--- config.mk ---
export PLATFORM = sky130hd
export DESIGN_NAME = idt_cfg_seq
export DESIGN_NICKNAME = d
export VERILOG_FILES = /design/src/rtl/idt_cfg_pkg.sv /design/src/rtl/idt_cfg_shifter.sv /design/src/rtl/idt_cfg_seq.sv
export SDC_FILE = /design/constraint.sdc
export NUM_CORES = 1
export LEC_CHECK = 0
export ABC_AREA = 1
export CAP_MARGIN = 30
export CORE_ASPECT_RATIO = 0.7
export CORE_MARGIN = 1
export CORE_UTILIZATION = 40
export DETAILED_ROUTE_END_ITERATION = 8
export HOLD_SLACK_MARGIN = 0.1
export MAX_ROUTING_LAYER = met4
export PLACE_DENSITY = 0.73
export SLEW_MARGIN = 20
export SYNTH_ARGS = -nofsm -noshare
export SYNTH_HDL_FRONTEND = slang
export SYNTH_HIERARCHICAL = 1
export SYNTH_SLANG_ARGS = --single-unit
--- constraint.sdc ---
create_clock -name osc_clk -period 3.9 [get_ports osc_clk]
set_input_delay 0.39 -clock osc_clk [delete_from_list [all_inputs] [get_ports osc_clk]]
set_output_delay 0.39 -clock osc_clk [all_outputs]
set_load 0.02 [all_outputs]
--- src/rtl/idt_cfg_pkg.sv ---
// ---------------------------------------------------------------------------
// idt_cfg_pkg
// Shared definitions for the IDT clock-synthesiser configuration sequencer:
// the FSM state type, the bit positions and widths of each field in the
// 24-bit configuration word, the default power-up word, and a helper that
// assembles a word from its fields.
// No ports (package).
// ---------------------------------------------------------------------------
package idt_cfg_pkg;

    localparam int CFG_W = 24;

    // Field layout: {C[23:22], TTL[21], F[20:19], S[18:16], V[15:7], R[6:0]}
    localparam int C_LSB   = 22;
    localparam int C_W     = 2;
    localparam int TTL_BIT = 21;
    localparam int F_LSB   = 19;
    localparam int F_W     = 2;
    localparam int S_LSB   = 16;
    localparam int S_W     = 3;
    localparam int V_LSB   = 7;
    localparam int V_W     = 9;
    localparam int R_LSB   = 0;
    localparam int R_W     = 7;

    localparam logic [CFG_W-1:0] BOOT_CFG_DEFAULT = 24'h1A_0000;

    typedef enum logic [1:0] {
        ST_IDLE   = 2'd0,
        ST_SHIFT  = 2'd1,
        ST_STROBE = 2'd2,
        ST_SETTLE = 2'd3
    } cfg_state_t;

    function automatic logic [CFG_W-1:0] pack_cfg(
        input logic [C_W-1:0] c,
        input logic           ttl,
        input logic [F_W-1:0] f,
        input logic [S_W-1:0] s,
        input logic [V_W-1:0] v,
        input logic [R_W-1:0] r
    );
        logic [CFG_W-1:0] w;
        w = '0;
        w[C_LSB +: C_W] = c;
        w[TTL_BIT]      = ttl;
        w[F_LSB +: F_W] = f;
        w[S_LSB +: S_W] = s;
        w[V_LSB +: V_W] = v;
        w[R_LSB +: R_W] = r;
        return w;
    endfunction

endpackage

--- src/rtl/idt_cfg_shifter.sv ---
// ---------------------------------------------------------------------------
// idt_cfg_shifter
// Serialises a 24-bit configuration word MSB first. Each bit holds idt_sclk
// low for SCLK_DIV cycles and then high for SCLK_DIV cycles; idt_data only
// moves on the falling transition so it is stable across every rising edge.
// Ports:
//   osc_clk, osc_reset_  clock, asynchronous active-low reset
//   load                 capture word (first bit appears next cycle)
//   run                  advance the divider/bit counter (FSM is in SHIFT)
//   word[23:0]           word to capture on load
//   idt_sclk, idt_data   registered serial outputs
//   last_bit             high on the edge that ends the final high phase
// ---------------------------------------------------------------------------
module idt_cfg_shifter
    import idt_cfg_pkg::*;
#(
    parameter int               SCLK_DIV   = 1,
    parameter logic [CFG_W-1:0] RESET_WORD = BOOT_CFG_DEFAULT
) (
    input  logic             osc_clk,
    input  logic             osc_reset_,
    input  logic             load,
    input  logic             run,
    input  logic [CFG_W-1:0] word,
    output logic             idt_sclk,
    output logic             idt_data,
    output logic             last_bit
);

    localparam int DIV_W = (SCLK_DIV > 1) ? $clog2(SCLK_DIV) : 1;
    localparam int BIT_W = $clog2(CFG_W);
    localparam logic [DIV_W-1:0] DIV_LAST = DIV_W'(SCLK_DIV - 1);
    localparam logic [BIT_W-1:0] BIT_LAST = BIT_W'(CFG_W - 1);

    logic [DIV_W-1:0] div_cnt;
    logic [BIT_W-1:0] bit_cnt;
    // idt_data is the MSB of the shift register; rest holds the bits still
    // to be sent, so the 24-bit register is {idt_data, rest}.
    logic [CFG_W-2:0] rest;
    logic             div_end;

    assign div_end  = (div_cnt == DIV_LAST);
    assign last_bit = run & idt_sclk & div_end & (bit_cnt == BIT_LAST);

    // The reset value of rest only matters when the sequencer boots straight
    // into SHIFT; the MSB is forced to 0 during reset, so a boot word is
    // expected to carry 0 in bit 23.
    always_ff @(posedge osc_clk or negedge osc_reset_) begin
        if (!osc_reset_) begin
            div_cnt  <= '0;
            bit_cnt  <= '0;
            idt_sclk <= 1'b0;
            idt_data <= 1'b0;
            rest     <= RESET_WORD[CFG_W-2:0];
        end else if (load) begin
            div_cnt  <= '0;
            bit_cnt  <= '0;
            idt_sclk <= 1'b0;
            idt_data <= word[CFG_W-1];
            rest     <= word[CFG_W-2:0];
        end else if (run) begin
            if (div_end) begin
                div_cnt <= '0;
                if (!idt_sclk) begin
                    idt_sclk <= 1'b1;
                end else begin
                    idt_sclk <= 1'b0;
                    if (bit_cnt == BIT_LAST) begin
                        bit_cnt  <= '0;
                        idt_data <= 1'b0;
                        rest     <= '0;
                    end else begin
                        bit_cnt  <= bit_cnt + BIT_W'(1);
                        idt_data <= rest[CFG_W-2];
                        rest     <= {rest[CFG_W-3:0], 1'b0};
                    end
                end
            end else begin
                div_cnt <= div_cnt + DIV_W'(1);
            end
        end else begin
            div_cnt  <= '0;
            bit_cnt  <= '0;
            idt_sclk <= 1'b0;
            idt_data <= 1'b0;
        end
    end

endmodule

--- src/rtl/idt_cfg_seq.sv ---
// ---------------------------------------------------------------------------
// idt_cfg_seq
// Loads a 24-bit configuration word into an IDT clock synthesiser: shifts it
// out serially, pulses the load strobe for 2*SCLK_DIV cycles, then waits
// SETTLE_CYCLES for the PLL to lock before pulsing done.
// Optional feature: define IDT_CFG_BOOT_EN to shift BOOT_CFG out of reset
// without any request (FSM resets into SHIFT with busy=1, cfg_ready=0).
// Ports:
//   osc_clk, osc_reset_   clock, asynchronous active-low reset
//   cfg_valid, cfg_data   request handshake and word; accepted when cfg_ready
//   cfg_ready             high only in IDLE
//   busy                  high in every state except IDLE
//   done                  one-cycle pulse in the first IDLE cycle after settle
//   idt_sclk, idt_data    serial clock / data to the IDT part
//   idt_strobe            load strobe to the IDT part
// ---------------------------------------------------------------------------
module idt_cfg_seq
    import idt_cfg_pkg::*;
#(
    parameter int               SCLK_DIV      = 1,
    parameter int               SETTLE_CYCLES = 1024,
    parameter logic [CFG_W-1:0] BOOT_CFG      = BOOT_CFG_DEFAULT
) (
    input  logic             osc_clk,
    input  logic             osc_reset_,
    input  logic             cfg_valid,
    input  logic [CFG_W-1:0] cfg_data,
    output logic             cfg_ready,
    output logic             busy,
    output logic             done,
    output logic             idt_sclk,
    output logic             idt_data,
    output logic             idt_strobe
);

    localparam int STROBE_W = $clog2(2 * SCLK_DIV);
    localparam int SETTLE_W = (SETTLE_CYCLES > 1) ? $clog2(SETTLE_CYCLES) : 1;
    localparam logic [STROBE_W-1:0] STROBE_LAST = STROBE_W'(2 * SCLK_DIV - 1);
    localparam logic [SETTLE_W-1:0] SETTLE_LAST = SETTLE_W'(SETTLE_CYCLES - 1);

`ifdef IDT_CFG_BOOT_EN
    localparam cfg_state_t RESET_STATE = ST_SHIFT;
    localparam logic       RESET_BUSY  = 1'b1;
`else
    localparam cfg_state_t RESET_STATE = ST_IDLE;
    localparam logic       RESET_BUSY  = 1'b0;
`endif

    cfg_state_t           state;
    logic [STROBE_W-1:0]  strobe_cnt;
    logic [SETTLE_W-1:0]  settle_cnt;
    logic                 accept;
    logic                 last_bit;

    // Ready is a pure decode of the state register so it follows reset
    // immediately and rises together with done.
    assign cfg_ready = (state == ST_IDLE);
    assign accept    = cfg_valid & cfg_ready;

    idt_cfg_shifter #(
        .SCLK_DIV   (SCLK_DIV),
        .RESET_WORD (BOOT_CFG)
    ) u_shifter (
        .osc_clk    (osc_clk),
        .osc_reset_ (osc_reset_),
        .load       (accept),
        .run        (state == ST_SHIFT),
        .word       (cfg_data),
        .idt_sclk   (idt_sclk),
        .idt_data   (idt_data),
        .last_bit   (last_bit)
    );

    always_ff @(posedge osc_clk or negedge osc_reset_) begin
        if (!osc_reset_) begin
            state      <= RESET_STATE;
            busy       <= RESET_BUSY;
            done       <= 1'b0;
            idt_strobe <= 1'b0;
            strobe_cnt <= '0;
            settle_cnt <= '0;
        end else begin
            done <= 1'b0;
            case (state)
                ST_IDLE: begin
                    if (accept) begin
                        state <= ST_SHIFT;
                        busy  <= 1'b1;
                    end
                end
                ST_SHIFT: begin
                    if (last_bit) begin
                        state      <= ST_STROBE;
                        idt_strobe <= 1'b1;
                        strobe_cnt <= '0;
                    end
                end
                ST_STROBE: begin
                    if (strobe_cnt == STROBE_LAST) begin
                        state      <= ST_SETTLE;
                        idt_strobe <= 1'b0;
                        settle_cnt <= '0;
                    end else begin
                        strobe_cnt <= strobe_cnt + STROBE_W'(1);
                    end
                end
                ST_SETTLE: begin
                    if (settle_cnt == SETTLE_LAST) begin
                        state <= ST_IDLE;
                        busy  <= 1'b0;
                        done  <= 1'b1;
                    end else begin
                        settle_cnt <= settle_cnt + SETTLE_W'(1);
                    end
                end
                default: begin
                    state      <= ST_IDLE;
                    busy       <= 1'b0;
                    idt_strobe <= 1'b0;
                end
            endcase
        end
    end

endmodule

==> summary.md <==
| Metric | Value |
|---|---|
| Outcome | completed |
| Top Ports | 33 |
| CP startpoint | state[0] |
| Top-count cell post-synth | nand2_1 |
| Root buffer cell | clkbuf_8 |
| Clock latency on the worst-skew pair | roughly 0.30 ns |
| Mapped Area | approximately 0.0025 mm^2 |
| Grt total ovfl | 0 |
| FF+latch count, synth | 46 |
| Final setup TNS | 0 ns |
| Vias in the first global route | around 1900 |
| Synth Area per Inst | about 7.4 um^2 |
| Yosys top cell area share | 42.9% |
| Pleak | ~1.5 nW |
| Post-CTS Hold Buffers | 1 |
| Crit-path cells | inv_1 -> ha_1 -> nand2_1 -> inv_1 -> clkinv_4 -> nand2_4 -> inv_2 -> a21boi_1 -> nand2_1 |
| Sequential-to-total area share from yosys stat | 46.0% |
| Top post-synthesis cells by count | nand2_1, dfrtp_1, inv_1, nor2_1, nand4_1 |
| Startpoint Class | flip-flop |
| Starting density of the core | between 40% and 50% |
| Drt via density | 4.61 |
| Pwr Density | 627 mW/mm^2 |
| Yosys Warn Count | 6 |
| Crit. End Element | flip-flop |
| Crit path max fanout | 27 |
| Core area | 0.00590 mm^2 |
| NumNets Final | 405 |
| Drt initial violations | 149 |
| Drt total wl | between 4000 and 5000 um |
| Slowest cell on crit path | inv_1 |
| Post-cts gate resize count | 0 |
| Ys flop type | dfrtp_1 |
| Max-slew violation count | 0 |
| Chip Width | 96.7 um |
| Ys async rst share | 100% |
| Final setup viols | 0 |
| H-tree level count | 2 |
| First-pass GRT wire length | between 8000 and 9000 um |
| CTS tree | done |
| Max-cap violations | 0 |
| Synth top area cells | dfrtp_1, nand2_1, inv_1 |
| Die height | 68.3 um |
| Post-CTS Setup Inserts | 0 |
| # diodes | 0 |
| Hold Slack | about 0.47 ns |
| EDFF count, synth | 0 |
| Req. time, crit path | between 4 and 5 ns |
| Unique masters post-synth | 28 |
| # port buffers | 32 |
| Kind of critical path | flip-flop to flip-flop |
| FP Rows | 23 |
| First drt pass iteration count | 4 |
| Critical path arrival | roughly 2.6 ns |
| Worst vdd ir | 0.258 mV |
| Area Overhead vs Synth | 19.2% |
| Clock Sinks | 46 |
| Min Tclk post-route | 2.39 ns |
| Final Hold Vio Count | 0 |
| Synthesized instance count | about 340 |
| Largest area contributor in the netlist | dfrtp_1 |
| CTS clk-pin slew, worst paths | around 0.09 ns |
| Max incr delay on CP | roughly 0.63 ns |
| Largest net degree at the start of global routing | 33 |
| Layout cells sized above 1 | between 6 and 7% |
| Pre-CTS WS | between 1 and 1.5 ns |
| Syn nets | ~370 |
| RR Startpoint | state[0] |
| Reg2reg path depth | 9 |
| Worst-Margin Slew | 0.868 ns |
| Vias | between 2000 and 2500 |
| Avg WL per Cell | between 10 and 15 um |
| Worst reg2reg path endpoint | u_shifter/rest[9] |
| Hold Crit Class | flip-flop to flip-flop |
| DR DRC count | 0 |
| Setup WS post-layout | 1.51 ns |
| Total GRT Usage | between 10% and 20% |
| Finished Core Util | between 50 and 60% |
| DRT antenna net count | 0 |
| Final critical-path share of the clock period | roughly three fifths |
| Initial antenna violation count | 0 |
| Slew Limit Headroom | 42.1% |
| RD Place Congestion | ~0.88 |
| Worst R2R Setup Slack | 1.51 ns |
| Post-detail-place hpwl | around 3500 um |
| RSZ-0062 raised after global routing | false |
| Max Fclk | ~420 MHz |
| Fin Clk Skew | 0.00930 ns |
| Clock tree buffer depth | 2 |
| Die ar. | between 0.006 and 0.007 mm^2 |
| Inserted Clock Buffers | 5 |
| Crit path to | u_shifter/rest[9] |
## how the worst min path moves through the flow
stage,start,endpoint,depth (start not counted)
after CTS,u_shifter/rest[19],u_shifter/rest[20],2
after detailed placement,osc_reset_,state[0],1
final,u_shifter/rest[19],u_shifter/rest[20],2
after global routing,u_shifter/rest[19],u_shifter/rest[20],2
after floorplan,osc_reset_,busy,0
after global placement,u_shifter/rest[0],u_shifter/rest[1],2
## through the flow
step,instance area [um^2],std cells,power [W]
floorplan,2510,338,0.00136
global placement,2850,437,0.00151
detailed placement,2870,438,0.00154
CTS,2990,447,0.00189
global route,2990,447,0.00206
finish,2990,447,0.00188
## sequential cells by signal, summed over array words and instances (netlist names)
register,flops
done,1
idt_strobe,1
settle_cnt,10
u_shifter/rest,23
strobe_cnt,1
u_shifter/idt_sclk,1
busy,1
u_shifter/bit_cnt,5
state,2
u_shifter/idt_data,1
## placed cells by master, fill, tap and decap left out, drive strengths merged
cell type,Yosys,routed
clkinv,9,9
clkbuf,1,6
nand3b,2,2
buf,7,2
dfrtp,43,43
dfstp,3,3
clkinvlp,0,1
o21ai,10,10
xnor2,1,1
nor2,22,22
nand3,9,9
ha,7,7
clkdlybuf4s50,0,31
bufinv,0,1
nor3,2,2
a21boi,10,10
xor2,1,1
dlygate4sd3,0,1
nand4,14,14
a21oi,5,5
or2,3,3
nand2,158,158
inv,31,31
## worst max-delay path: cells and delay by family, from the launching register on
family / cells / cell delay [ns]
adder cells (fa/ha/maj): 1 / 0.19
AND/OR/NAND/NOR: 3 / 0.32
buffers and inverters: 4 / 1.15
AO/OA/AOI/OAI: 1 / 0.17
flip-flops: 1 / 0.43
## cell families after synthesis
kind of cell	synth area share [%]
xor gates and xnor gates	0.698
AOI/OAI and AO/OA	5.98
adders and majority gates	3.49
buffers and inverters	8.82
DFF	46.0
and+or+nand+nor	35.0
## where the power goes
| part | total (W) | internal [W] | switching [W] | leakage [nW] |
|---|---|---|---|---|
| clock | 0.000352 | 0.000191 | 0.000161 | 0.0514 |
| sequential | 0.000759 | 0.000652 | 0.000107 | 0.580 |
| combinational | 0.000767 | 0.000300 | 0.000467 | 0.850 |
| total | 0.00188 | 0.00114 | 0.000735 | 1.48 |
## routing by layer
layer	vias to the layer above	track usage, %	share of wire (%)
li1	1109	-	-
met1	895	22.8	54
met2	49	24.2	38
met3	7	4.39	5.6
met4	0	6.16	1.6
met5	-	-	0
## layout make-up
| cell class | count | area (um^2) |
|---|---|---|
| Clock inverter | 2 | 37.5 |
| Sequential cell | 46 | 1150 |
| Clock buffer | 6 | 72.6 |
| Inverter | 40 | 155 |
| Timing Repair Buffer | 34 | 345 |
| Fill cell | 558 | 2910 |
| Tap cell | 75 | 93.8 |
| Multi-Input combinational cell | 244 | 1130 |
(Power assumes the default switching activity.)
